<file path="src/rtl/hilo_muldiv_unit_pkg.sv">
// Shared definitions for the HI/LO multiply/divide unit: op encoding and FSM states.
// Ops 6 and 7 are no-ops.
package muldiv_pkg;

    localparam logic [2:0] OP_MULT  = 3'd0;
    localparam logic [2:0] OP_MULTU = 3'd1;
    localparam logic [2:0] OP_DIV   = 3'd2;
    localparam logic [2:0] OP_DIVU  = 3'd3;
    localparam logic [2:0] OP_MTHI  = 3'd4;
    localparam logic [2:0] OP_MTLO  = 3'd5;

    typedef enum logic [1:0] {
        S_IDLE = 2'd0,
        S_CALC = 2'd1,
        S_FIN  = 2'd2
    } state_e;

    // Multi-cycle ops are the ones that run the iterative datapath.
    function automatic logic isArithOp(input logic [2:0] op);
        return op <= OP_DIVU;
    endfunction

    function automatic logic isSignedOp(input logic [2:0] op);
        return (op == OP_MULT) || (op == OP_DIV);
    endfunction

endpackage

</file>
<file path="src/rtl/hilo_muldiv_unit_if.sv">
// Pipeline-facing bundle of the HI/LO multiply/divide unit.
// Handshake: a request (start/op/a/b) is taken on a rising edge where busy=0 and cancel=0; otherwise it is dropped and must be re-presented.
interface hilo_muldiv_unit_if #(
    parameter int WIDTH = 32
);
    import muldiv_pkg::*;

    logic             start;
    logic [2:0]       op;
    logic [WIDTH-1:0] a;
    logic [WIDTH-1:0] b;
    logic             cancel;
    logic             busy;
    logic             done;
    logic [WIDTH-1:0] hi;
    logic [WIDTH-1:0] lo;
    state_e           dbgState;

    modport master (
        output start, op, a, b, cancel,
        input  busy, done, hi, lo, dbgState
    );

    modport slave (
        input  start, op, a, b, cancel,
        output busy, done, hi, lo, dbgState
    );

endinterface

</file>
<file path="src/rtl/hilo_muldiv_unit_signfix.sv">
// Conditional two's-complement negate; yields |x| when neg = sign bit,
// and restores a result's sign when neg = result sign flag.
module muldiv_signfix #(
    parameter int WIDTH = 32
) (
    input  logic [WIDTH-1:0] val,
    input  logic             neg,
    output logic [WIDTH-1:0] res
);

    assign res = neg ? (~val + WIDTH'(1)) : val;

endmodule

</file>
<file path="src/rtl/hilo_muldiv_unit.sv">
// Iterative radix-2 multiply/divide unit owning the MIPS HI/LO pair.
// Operands run as magnitudes; signs are reapplied in FIN.
module hilo_muldiv_unit
    import muldiv_pkg::*;
#(
    parameter int WIDTH = 32
) (
    input logic               clk,
    input logic               rst,
    hilo_muldiv_unit_if.slave bus
);

    localparam int CNT_W = $clog2(WIDTH) + 1;

    state_e             stateQ;
    state_e             stateD;
    logic [CNT_W-1:0]   cntQ;
    logic [2*WIDTH-1:0] accQ;
    logic [WIDTH-1:0]   remQ;
    logic [WIDTH-1:0]   opndQ;
    logic [WIDTH-1:0]   hiQ;
    logic [WIDTH-1:0]   loQ;
    logic               isDivQ;
    logic               resNegQ;
    logic               remNegQ;
    logic               doneQ;

    logic               accept;
    logic               signedOp;
    logic               finWrite;
    logic [WIDTH-1:0]   aMag;
    logic [WIDTH-1:0]   bMag;
    logic [WIDTH-1:0]   quoFix;
    logic [WIDTH-1:0]   remFix;
    logic [2*WIDTH-1:0] prodFix;
    logic [WIDTH:0]     mulSum;
    logic [2*WIDTH-1:0] mulNext;
    logic [WIDTH:0]     trial;
    logic               divGe;
    logic [WIDTH-1:0]   remNext;

    assign accept   = (stateQ == S_IDLE) && bus.start && !bus.cancel;
    assign signedOp = isSignedOp(bus.op);
    // A flush arriving in FIN suppresses the architectural write.
    assign finWrite = (stateQ == S_FIN) && !bus.cancel;

    muldiv_signfix #(.WIDTH(WIDTH)) uAbsA (
        .val (bus.a),
        .neg (signedOp && bus.a[WIDTH-1]),
        .res (aMag)
    );

    muldiv_signfix #(.WIDTH(WIDTH)) uAbsB (
        .val (bus.b),
        .neg (signedOp && bus.b[WIDTH-1]),
        .res (bMag)
    );

    muldiv_signfix #(.WIDTH(2*WIDTH)) uFixProd (
        .val (accQ),
        .neg (resNegQ),
        .res (prodFix)
    );

    muldiv_signfix #(.WIDTH(WIDTH)) uFixQuo (
        .val (accQ[WIDTH-1:0]),
        .neg (resNegQ),
        .res (quoFix)
    );

    muldiv_signfix #(.WIDTH(WIDTH)) uFixRem (
        .val (remQ),
        .neg (remNegQ),
        .res (remFix)
    );

    // Multiply: accQ = {partial product, remaining multiplier bits}, shifted right each step.
    assign mulSum  = {1'b0, accQ[2*WIDTH-1:WIDTH]} + (accQ[0] ? {1'b0, opndQ} : '0);
    assign mulNext = {mulSum, accQ[WIDTH-1:1]};

    // Divide: accQ low half shifts dividend bits out and quotient bits in.
    assign trial   = {remQ, accQ[WIDTH-1]};
    assign divGe   = trial >= {1'b0, opndQ};
    assign remNext = divGe ? (trial[WIDTH-1:0] - opndQ) : trial[WIDTH-1:0];

    always_ff @(posedge clk or negedge rst) begin
        if (!rst) begin
            stateQ <= S_IDLE;
        end else begin
            stateQ <= stateD;
        end
    end

    always_comb begin
        stateD = stateQ;
        case (stateQ)
            S_IDLE: begin
                if (accept && isArithOp(bus.op)) begin
                    stateD = S_CALC;
                end
            end
            S_CALC: begin
                if (bus.cancel) begin
                    stateD = S_IDLE;
                end else if (cntQ == CNT_W'(1)) begin
                    stateD = S_FIN;
                end
            end
            S_FIN:   stateD = S_IDLE;
            default: stateD = S_IDLE;
        endcase
    end

    always_ff @(posedge clk or negedge rst) begin
        if (!rst) begin
            cntQ    <= '0;
            accQ    <= '0;
            remQ    <= '0;
            opndQ   <= '0;
            hiQ     <= '0;
            loQ     <= '0;
            isDivQ  <= 1'b0;
            resNegQ <= 1'b0;
            remNegQ <= 1'b0;
            doneQ   <= 1'b0;
        end else begin
            doneQ <= finWrite;
            if (accept) begin
                case (bus.op)
                    OP_MTHI: hiQ <= bus.a;
                    OP_MTLO: loQ <= bus.a;
                    OP_MULT, OP_MULTU, OP_DIV, OP_DIVU: begin
                        accQ    <= {{WIDTH{1'b0}}, aMag};
                        opndQ   <= bMag;
                        remQ    <= '0;
                        cntQ    <= CNT_W'(WIDTH);
                        isDivQ  <= bus.op[1];
                        // Divide by zero keeps the all-ones quotient unsigned so hi/lo come out as {a, ~0}.
                        resNegQ <= signedOp && (bus.a[WIDTH-1] ^ bus.b[WIDTH-1])
                                   && (!bus.op[1] || (bus.b != '0));
                        remNegQ <= signedOp && bus.a[WIDTH-1];
                    end
                    default: ;
                endcase
            end else if (stateQ == S_CALC) begin
                cntQ <= cntQ - 1'b1;
                if (isDivQ) begin
                    accQ[WIDTH-1:0] <= {accQ[WIDTH-2:0], divGe};
                    remQ            <= remNext;
                end else begin
                    accQ <= mulNext;
                end
            end else if (finWrite) begin
                if (isDivQ) begin
                    loQ <= quoFix;
                    hiQ <= remFix;
                end else begin
                    {hiQ, loQ} <= prodFix;
                end
            end
        end
    end

    assign bus.busy     = (stateQ != S_IDLE);
    assign bus.done     = doneQ;
    assign bus.hi       = hiQ;
    assign bus.lo       = loQ;
    assign bus.dbgState = stateQ;

endmodule

</file>
<file path="src/flat_wrapper.sv">
// flat-port wrapper written by rule: the top's interface ports become plain ports
module hilo_muldiv_unit_flat import muldiv_pkg::*;
#(
    parameter int WIDTH = 32
)
  (clk, rst, bus_start, bus_op, bus_a, bus_b, bus_cancel, bus_busy, bus_done, bus_hi, bus_lo, bus_dbgState);
  hilo_muldiv_unit_if #(.WIDTH(WIDTH)) bus_i ();
  input logic clk;
  input logic rst;
  input wire logic [$bits(bus_i.start)-1:0] bus_start;
  input wire logic [$bits(bus_i.op)-1:0] bus_op;
  input wire logic [$bits(bus_i.a)-1:0] bus_a;
  input wire logic [$bits(bus_i.b)-1:0] bus_b;
  input wire logic [$bits(bus_i.cancel)-1:0] bus_cancel;
  output wire logic [$bits(bus_i.busy)-1:0] bus_busy;
  output wire logic [$bits(bus_i.done)-1:0] bus_done;
  output wire logic [$bits(bus_i.hi)-1:0] bus_hi;
  output wire logic [$bits(bus_i.lo)-1:0] bus_lo;
  output wire logic [$bits(bus_i.dbgState)-1:0] bus_dbgState;
  assign bus_i.start = bus_start;
  assign bus_i.op = bus_op;
  assign bus_i.a = bus_a;
  assign bus_i.b = bus_b;
  assign bus_i.cancel = bus_cancel;
  assign bus_busy = bus_i.busy;
  assign bus_done = bus_i.done;
  assign bus_hi = bus_i.hi;
  assign bus_lo = bus_i.lo;
  assign bus_dbgState = bus_i.dbgState;
  hilo_muldiv_unit #(.WIDTH(WIDTH)) u_core (.clk(clk), .rst(rst), .bus(bus_i));
endmodule
</file>
<file path="config.mk">
export PLATFORM = sky130hd
export DESIGN_NAME = hilo_muldiv_unit_flat
export DESIGN_NICKNAME = d
export VERILOG_FILES = /design/src/rtl/hilo_muldiv_unit_pkg.sv /design/src/rtl/hilo_muldiv_unit_if.sv /design/src/rtl/hilo_muldiv_unit_signfix.sv /design/src/rtl/hilo_muldiv_unit.sv /design/src/flat_wrapper.sv
export SDC_FILE = /design/constraint.sdc
export NUM_CORES = 1
export LEC_CHECK = 0
export ABC_AREA = 1
export CAP_MARGIN = 40
export CORE_MARGIN = 1
export CORE_UTILIZATION = 30
export CTS_CLUSTER_SIZE = 14
export DETAILED_ROUTE_END_ITERATION = 8
export PLACE_DENSITY_LB_ADDON = 0.2
export SYNTH_ARGS = -nofsm -noshare
export SYNTH_HDL_FRONTEND = slang
export SYNTH_SLANG_ARGS = --single-unit
</file>
<file path="constraint.sdc">
create_clock -name clk -period 2.1 [get_ports clk]
set_input_delay 0.525 -clock clk [delete_from_list [all_inputs] [get_ports clk]]
set_output_delay 0.525 -clock clk [all_outputs]
set_load 0.005 [all_outputs]
</file>
# Word-level counts from Yosys, hierarchy flattened
# Index checks and enable logic that the tools add are counted.
[op_classes]
add_sub_neg = 8
order_cmp = 2
eq_ne = 15
n_mux = 33
bitwise = 6
reduce_logical = 27
[ops]
columns = ["op", "count"]
rows = [
  ["32-bit two-way mux", 22],
  ["64-bit two-way mux", 4],
  ["32-bit by 1-bit adder with 32-bit output (second input constant)", 4],
  ["32-bit inverter", 4],
  ["64-bit by 1-bit adder with 64-bit output (second input constant)", 1],
  ["64-bit inverter", 1],
  ["32-bit by 33-bit adder with 33-bit output", 1],
  ["33-bit by 32-bit greater-or-equal comparator with 1-bit output", 1],
  ["32-bit nonzero test", 1],
  ["32-bit subtractor", 1],
  ["6-bit two-way mux", 3],
  ["3-bit AND reduction", 4],
  ["2-bit != test (second input constant)", 5],
  ["1-bit logical AND", 8],
  ["2-bit nonzero test", 4],
  ["3-bit by 2-bit == test with 1-bit output (second input constant)", 2],
  ["3-bit == test (second input constant)", 2],
  ["6-bit by 1-bit == test with 1-bit output (second input constant)", 1],
  ["2-bit two-way mux", 3],
  ["2-bit AND reduction", 3],
  ["6-bit by 1-bit subtractor with 6-bit output (second input constant)", 1],
  ["2-bit case mux with 2 select lines", 1],
  ["4-bit OR reduction", 1],
  ["3-bit by 1-bit == test with 1-bit output (second input constant)", 1],
  ["10 further kinds", 12],
]
[word_totals]
reg_bits = 204
input_bits = 71
elab_cells = 103

# Depth between registers and ports, before layout
[logic_depth]
word_depth = 7
ltp_mapped = 18

# Cells and area by module
# From an unflattened synthesis, not the netlist that was laid out.
[unflattened]
hier_cells = 3500
area_unflattened_um2 = 21294.2
[by_module_without_submodules]
columns = ["module", "n_inst", "cells_per_inst", "area_each_um2", "seq_area_each_um2"]
rows = [
  ["hilo_muldiv_unit", 1, 2094, 14393.8, 5104.9],
  ["muldiv_signfix at u_core.uAbsA ...", 4, 227, 1108.6, 0.0],
  ["muldiv_signfix at u_core.uFixProd", 1, 498, 2466.1, 0.0],
]

# Worst setup path before layout
# Ideal clock, no wire load.
[synth_timing]
path_kind = "register -> register"
startpoint = "register u_core.accQ[0]"
endpoint = "register u_core.accQ[49]"
arrival_ns = 2.181
required_time_ns = 2.017
slack_ns = -0.164
stages_incl_launch_ff = 17
cell_sequence = "dfrtp_1 buf_6 clkbuf_1 nand2_1 inv_1 ha_1 fa_1 nand2_1 a21oi_1 nand3_1 nand2_1 a21o_1 nand3_1 nand2_1 nand2_1 nand2_1 o21ai_0"
[synth_between]
elab_chain_cells = 5
[synth_rtl]
columns = ["item", "line", "source"]
rows = [
  ["from (decl)", "hilo_muldiv_unit.sv:18", "logic [2*WIDTH-1:0] accQ;"],
  ["from (signal assigned)", "hilo_muldiv_unit.sv:133", "accQ <= {{WIDTH{1'b0}}, aMag};"],
  ["from (signal, indexed assignment)", "hilo_muldiv_unit.sv:148", "accQ[WIDTH-1:0] <= {accQ[WIDTH-2:0], divGe};"],
  ["from (signal assigned)", "hilo_muldiv_unit.sv:151", "accQ <= mulNext;"],
  ["32-bit two-way mux", "hilo_muldiv_unit.sv:78", "assign mulSum = {1'b0, accQ[2*WIDTH-1:WIDTH]} + (accQ[0] ? {1'b0, opndQ} : '0);"],
  ["32-bit by 33-bit adder with 33-bit output", "hilo_muldiv_unit.sv:78", ""],
  ["32-bit two-way mux", "hilo_muldiv_unit.sv:147", "if (isDivQ) begin"],
  ["64-bit two-way mux", "hilo_muldiv_unit.sv:145", "end else if (stateQ == S_CALC) begin"],
  ["64-bit two-way mux", "hilo_muldiv_unit.sv:128", "if (accept) begin"],
]
# Every way passes these cells. The select of a mux whose other input is x is not followed.
# A chain may end at the register's enable or synchronous reset.

# Worst setup path after layout
[layout_timing]
startpoint = "register u_core.accQ[0]"
endpoint = "register u_core.accQ[59]"
# The elaborated chain is that of the path after synthesis.

==> impl_metrics.sql <==
INSERT INTO impl_metrics (metric_group, metric, value, unit) VALUES
('outcome', 'run_status', 'complete, but fails checks', ''),
('outcome', 'failed_checks', 'negative setup slack', ''),
('sta', 'timing.final.ws_setup', '-0.273', 'ns'),
('detailed_routing', 'routed_wire_length_per_instance', '18.7', 'um'),
('setup_path', 'crit_type', 'reg2reg', ''),
('synth', 'synth_warnings', '0', ''),
('sta', 'slew_violations', '0', ''),
('min_path', 'holdCritPathClass', 'in2async', ''),
('cts', 'worstSkewPairLatency', '0.60', 'ns'),
('sta', 'hold_viol_final', '0', ''),
('sta', 'tightestPinTransition', '0.751', 'ns'),
('flow_run', 'cap_violations', '0', ''),
('placed_design', 'hpwl', '67600', 'um'),
('cts', 'cts-htree-levels', '1', ''),
('finish', 'finish.net_count', '3925', ''),
('synth', 'synth.yosys.seq_area_share', '27.6', '%'),
('power_and_ir_drop', 'switching_share', '48.3', '%'),
('grt', 'antenna_found_initial', '1', ''),
('synth', 'yosys.area_share.adder', '4.94', '%'),
('grt', 'grt_first_pass_wirelength', '129000', 'um'),
('power_and_ir_drop', 'totalPowerFinal', '45.0', 'mW'),
('synth', 'synth_async_sr_flop_share', '100', '%'),
('setup_path', 'crit_fanout', '12', ''),
('setup_path', 'rrSetupSlack', '-0.27', 'ns'),
('sta', 'timing.final.crit_share', '113', '%'),
('setup_path', 'crit_end', 'u_core.accQ[59]$_DFFE_PN0P_', ''),
('finish', 'final_layout_size_suffix_gt1_share', '36.2', '%'),
('detailed_routing', 'vias_per_cell', '5.05', ''),
('cts', 'cts.reportedPaths.clkPinSlew', '0.07', 'ns'),
('placed_design', 'gp_routability_congestion', '0.992', ''),
('synth', 'synthFlopType', 'sky130_fd_sc_hd__dfrtp_1', ''),
('setup_path', 'worst-endpoint-required', '2.55', 'ns'),
('synth', 'synthXorXnorAreaFrac', '2.74', '%'),
('power_and_ir_drop', 'cellInternalPower', '23.3', 'mW'),
('cts', 'tritoncts', 'done', ''),
('power_and_ir_drop', 'pwr-share-clk', '10.2', '%'),
('synth', 'post_synth_inst_count', '3009', ''),
('setup_path', 'startpoint', 'u_core.accQ[0]$_DFFE_PN0P_', ''),
('die', 'die_ar', '62800', 'sq um'),
('die', 'dieHeight', '251', 'um'),
('grt', 'grt_start_max_net_pins', '52', ''),
('setup_path', 'worst_r2r_path_depth', '14', ''),
('sta', 'period_minus_slack', '2.37', 'ns'),
('setup_path', 'arrival', '2.82', 'ns'),
('synth', 'synth_largest_area_cell', 'sky130_fd_sc_hd__dfrtp_1', ''),
('cts', 'tritoncts_num_sinks', '204', ''),
('power_and_ir_drop', 'p_per_area', '1500', 'nW/um^2'),
('die', 'rows', '90', ''),
('placed_design', 'place.port_buffers', '138', ''),
('synth', 'leading_cell_types_by_count_after_synthesis', 'sky130_fd_sc_hd__nand2_1 (856), sky130_fd_sc_hd__nor2_1 (397), sky130_fd_sc_hd__inv_1 (317)', ''),
('sta', 'setup_viol', '78', ''),
('finish', 'layout-area-overhead-vs-synth', '62.0', '%'),
('cts', 'max-clock-path-buffers', '3', ''),
('power_and_ir_drop', 'seqPwrFrac', '16.2', '%'),
('cts', 'cts_inserted_buffers', '27', ''),
('power_and_ir_drop', 'power_switching', '21.8', 'mW'),
('synth', 'yosysMostFrequentCell', 'sky130_fd_sc_hd__nand2_1', ''),
('grt', 'globalRouteOverflowTotal', '0', ''),
('finish', 'num_antenna_cells', '0', ''),
('detailed_routing', 'drc_errors', '0', ''),
('synth', 'yosys.area_share.simple', '39.5', '%'),
('power_and_ir_drop', 'share_of_total_power_in_combinational_logic', '73.6', '%'),
('die', 'fp.coreArea', '60700', 'sq um'),
('finish', 'fill_cells', '6010', ''),
('synth', 'synth_seq_cells', '204', ''),
('die', 'boundaryPins', '139', ''),
('setup_path', 'regToRegStartpoint', 'u_core.accQ[0]$_DFFE_PN0P_', ''),
('detailed_routing', 'detailed_router_s_first_iteration_violation_count', '1884', ''),
('synth', 'synth_compound_area_share', '15.8', '%'),
('synth', 'yosys-mux-area-fraction', '0', '%'),
('synth', 'dominant_combinational_cell_family_by_area_after_synthesis', 'simple AND/OR/NAND/NOR gates', '');
-- per-stage QoR --
step           cells  setup WS (ns)  hold slack [ns]  instance area, sq um
3_5_place_dp    4461         -0.629            0.467                 25600
3_3_place_gp    4461         -0.662            0.464                 25600
5_1_grt         4582         -0.347            0.497                 30000
6_report        4582         -0.273            0.470                 30000
4_1_cts         4553         -0.244            0.474                 28400
2_1_floorplan   3009        -0.0361            0.229                 18600
-- state kept, by name, summed over array words and instances (netlist names) --
name and flops:
u_core.resNegQ 1, u_core.bus.done 1, u_core.bus.lo 32, u_core.accQ 64
u_core.remNegQ 1, u_core.bus.dbgState 2, u_core.opndQ 32, u_core.cntQ 6
u_core.remQ 32, u_core.bus.hi 32, u_core.isDivQ 1
-- layout make-up --
cell class | instances | area [sq um] | share of cell area, %
clock inverter | 12 | 106 | 0.354
tap | 782 | 978 | 3.26
multi-input combinational | 2370 | 14500 | 48.3
clock buffer | 35 | 736 | 2.45
sequential | 204 | 5120 | 17.1
timing repair buffer | 842 | 7290 | 24.3
inverter | 337 | 1280 | 4.26
-- metal layers --
metal,global-route usage [%],share of wire (%),vias up
li1,-,-,11400
met1,35.4,44,10800
met2,43.6,46,730
met3,2.81,5.3,137
met4,10.5,4.4,2
met5,0,0.015,-
-- how the worst min path moves through the flow --
stage,cells after the start,start,endpoint,slack (ns)
2_1_floorplan,0,rst,u_core.accQ[0]$_DFFE_PN0P_,0.23
3_3_place_gp,2,u_core.bus.lo[17]$_DFFE_PN0P_,u_core.bus.lo[17]$_DFFE_PN0P_,0.46
3_5_place_dp,2,u_core.bus.lo[19]$_DFFE_PN0P_,u_core.bus.lo[19]$_DFFE_PN0P_,0.47
4_1_cts,2,rst,u_core.bus.lo[31]$_DFFE_PN0P_,0.47
5_1_grt,2,u_core.bus.lo[17]$_DFFE_PN0P_,u_core.bus.lo[17]$_DFFE_PN0P_,0.50
6_report,2,rst,u_core.bus.lo[31]$_DFFE_PN0P_,0.47
-- critical path, cell delays in order (launching register included) --
cell,delay [ns]
sky130_fd_sc_hd__dfrtp_1,0.41
sky130_fd_sc_hd__buf_12,0.16
sky130_fd_sc_hd__buf_4,0.15
sky130_fd_sc_hd__nand2_4,0.09
sky130_fd_sc_hd__inv_2,0.05
sky130_fd_sc_hd__ha_4,0.26
sky130_fd_sc_hd__nor2_1,0.04
sky130_fd_sc_hd__a21oi_2,0.16
sky130_fd_sc_hd__nand2_1,0.11
sky130_fd_sc_hd__nand2_2,0.10
sky130_fd_sc_hd__nand2_1,0.07
sky130_fd_sc_hd__nand2_2,0.11
sky130_fd_sc_hd__nand4_1,0.19
sky130_fd_sc_hd__a21oi_1,0.21
sky130_fd_sc_hd__o21ai_1,0.08
-- cells in the final DEF, fill, tap and decap left out, types with 38 or more instances in the layout --
| cell | n |
|---|---|
| sky130_fd_sc_hd__nand2_1 | 740 |
| sky130_fd_sc_hd__dfrtp_1 | 189 |
| sky130_fd_sc_hd__nor2_4 | 38 |
| sky130_fd_sc_hd__nor2_2 | 51 |
| sky130_fd_sc_hd__clkdlybuf4s50_1 | 127 |
| sky130_fd_sc_hd__nand2_2 | 95 |
| sky130_fd_sc_hd__a21oi_2 | 55 |
| sky130_fd_sc_hd__a21oi_1 | 112 |
| sky130_fd_sc_hd__inv_1 | 257 |
| sky130_fd_sc_hd__nand3_1 | 188 |
| sky130_fd_sc_hd__inv_2 | 75 |
| sky130_fd_sc_hd__ha_4 | 52 |
| sky130_fd_sc_hd__nor2_1 | 325 |
| sky130_fd_sc_hd__nand4_1 | 48 |
| sky130_fd_sc_hd__o21ai_1 | 63 |
| sky130_fd_sc_hd__o21ai_0 | 151 |
| sky130_fd_sc_hd__buf_4 | 638 |
| sky130_fd_sc_hd__nand3_2 | 100 |
-- power by group through the flow --
stage	sequential, mW	clock, mW	combinational [mW]
floorplan	6.80	0	13.2
global placement	7.11	0	25.2
detailed placement	7.10	0	25.3
CTS	7.22	4.65	29.4
global route	7.47	4.81	35.8
finish	7.31	4.59	33.1
-- cells by family after synthesis --
family                     count (synthesis)
and+or+nand+nor                         1710
buffers and inverters                    438
adders and majority gates                 72
xor gates and xnor gates                  58
DFF                                      204
AOI/OAI and AO/OA                        527
-- what timing repair did --
item	in CTS	in global routing
gates resized for setup	377	378
buffers inserted	37	34
hold buffers	1	0
hold endpoints to repair	43	0
gates cloned	7	0
setup endpoints to repair	95	113
pin swaps	87	131
Power figures use the tool's default switching activity.
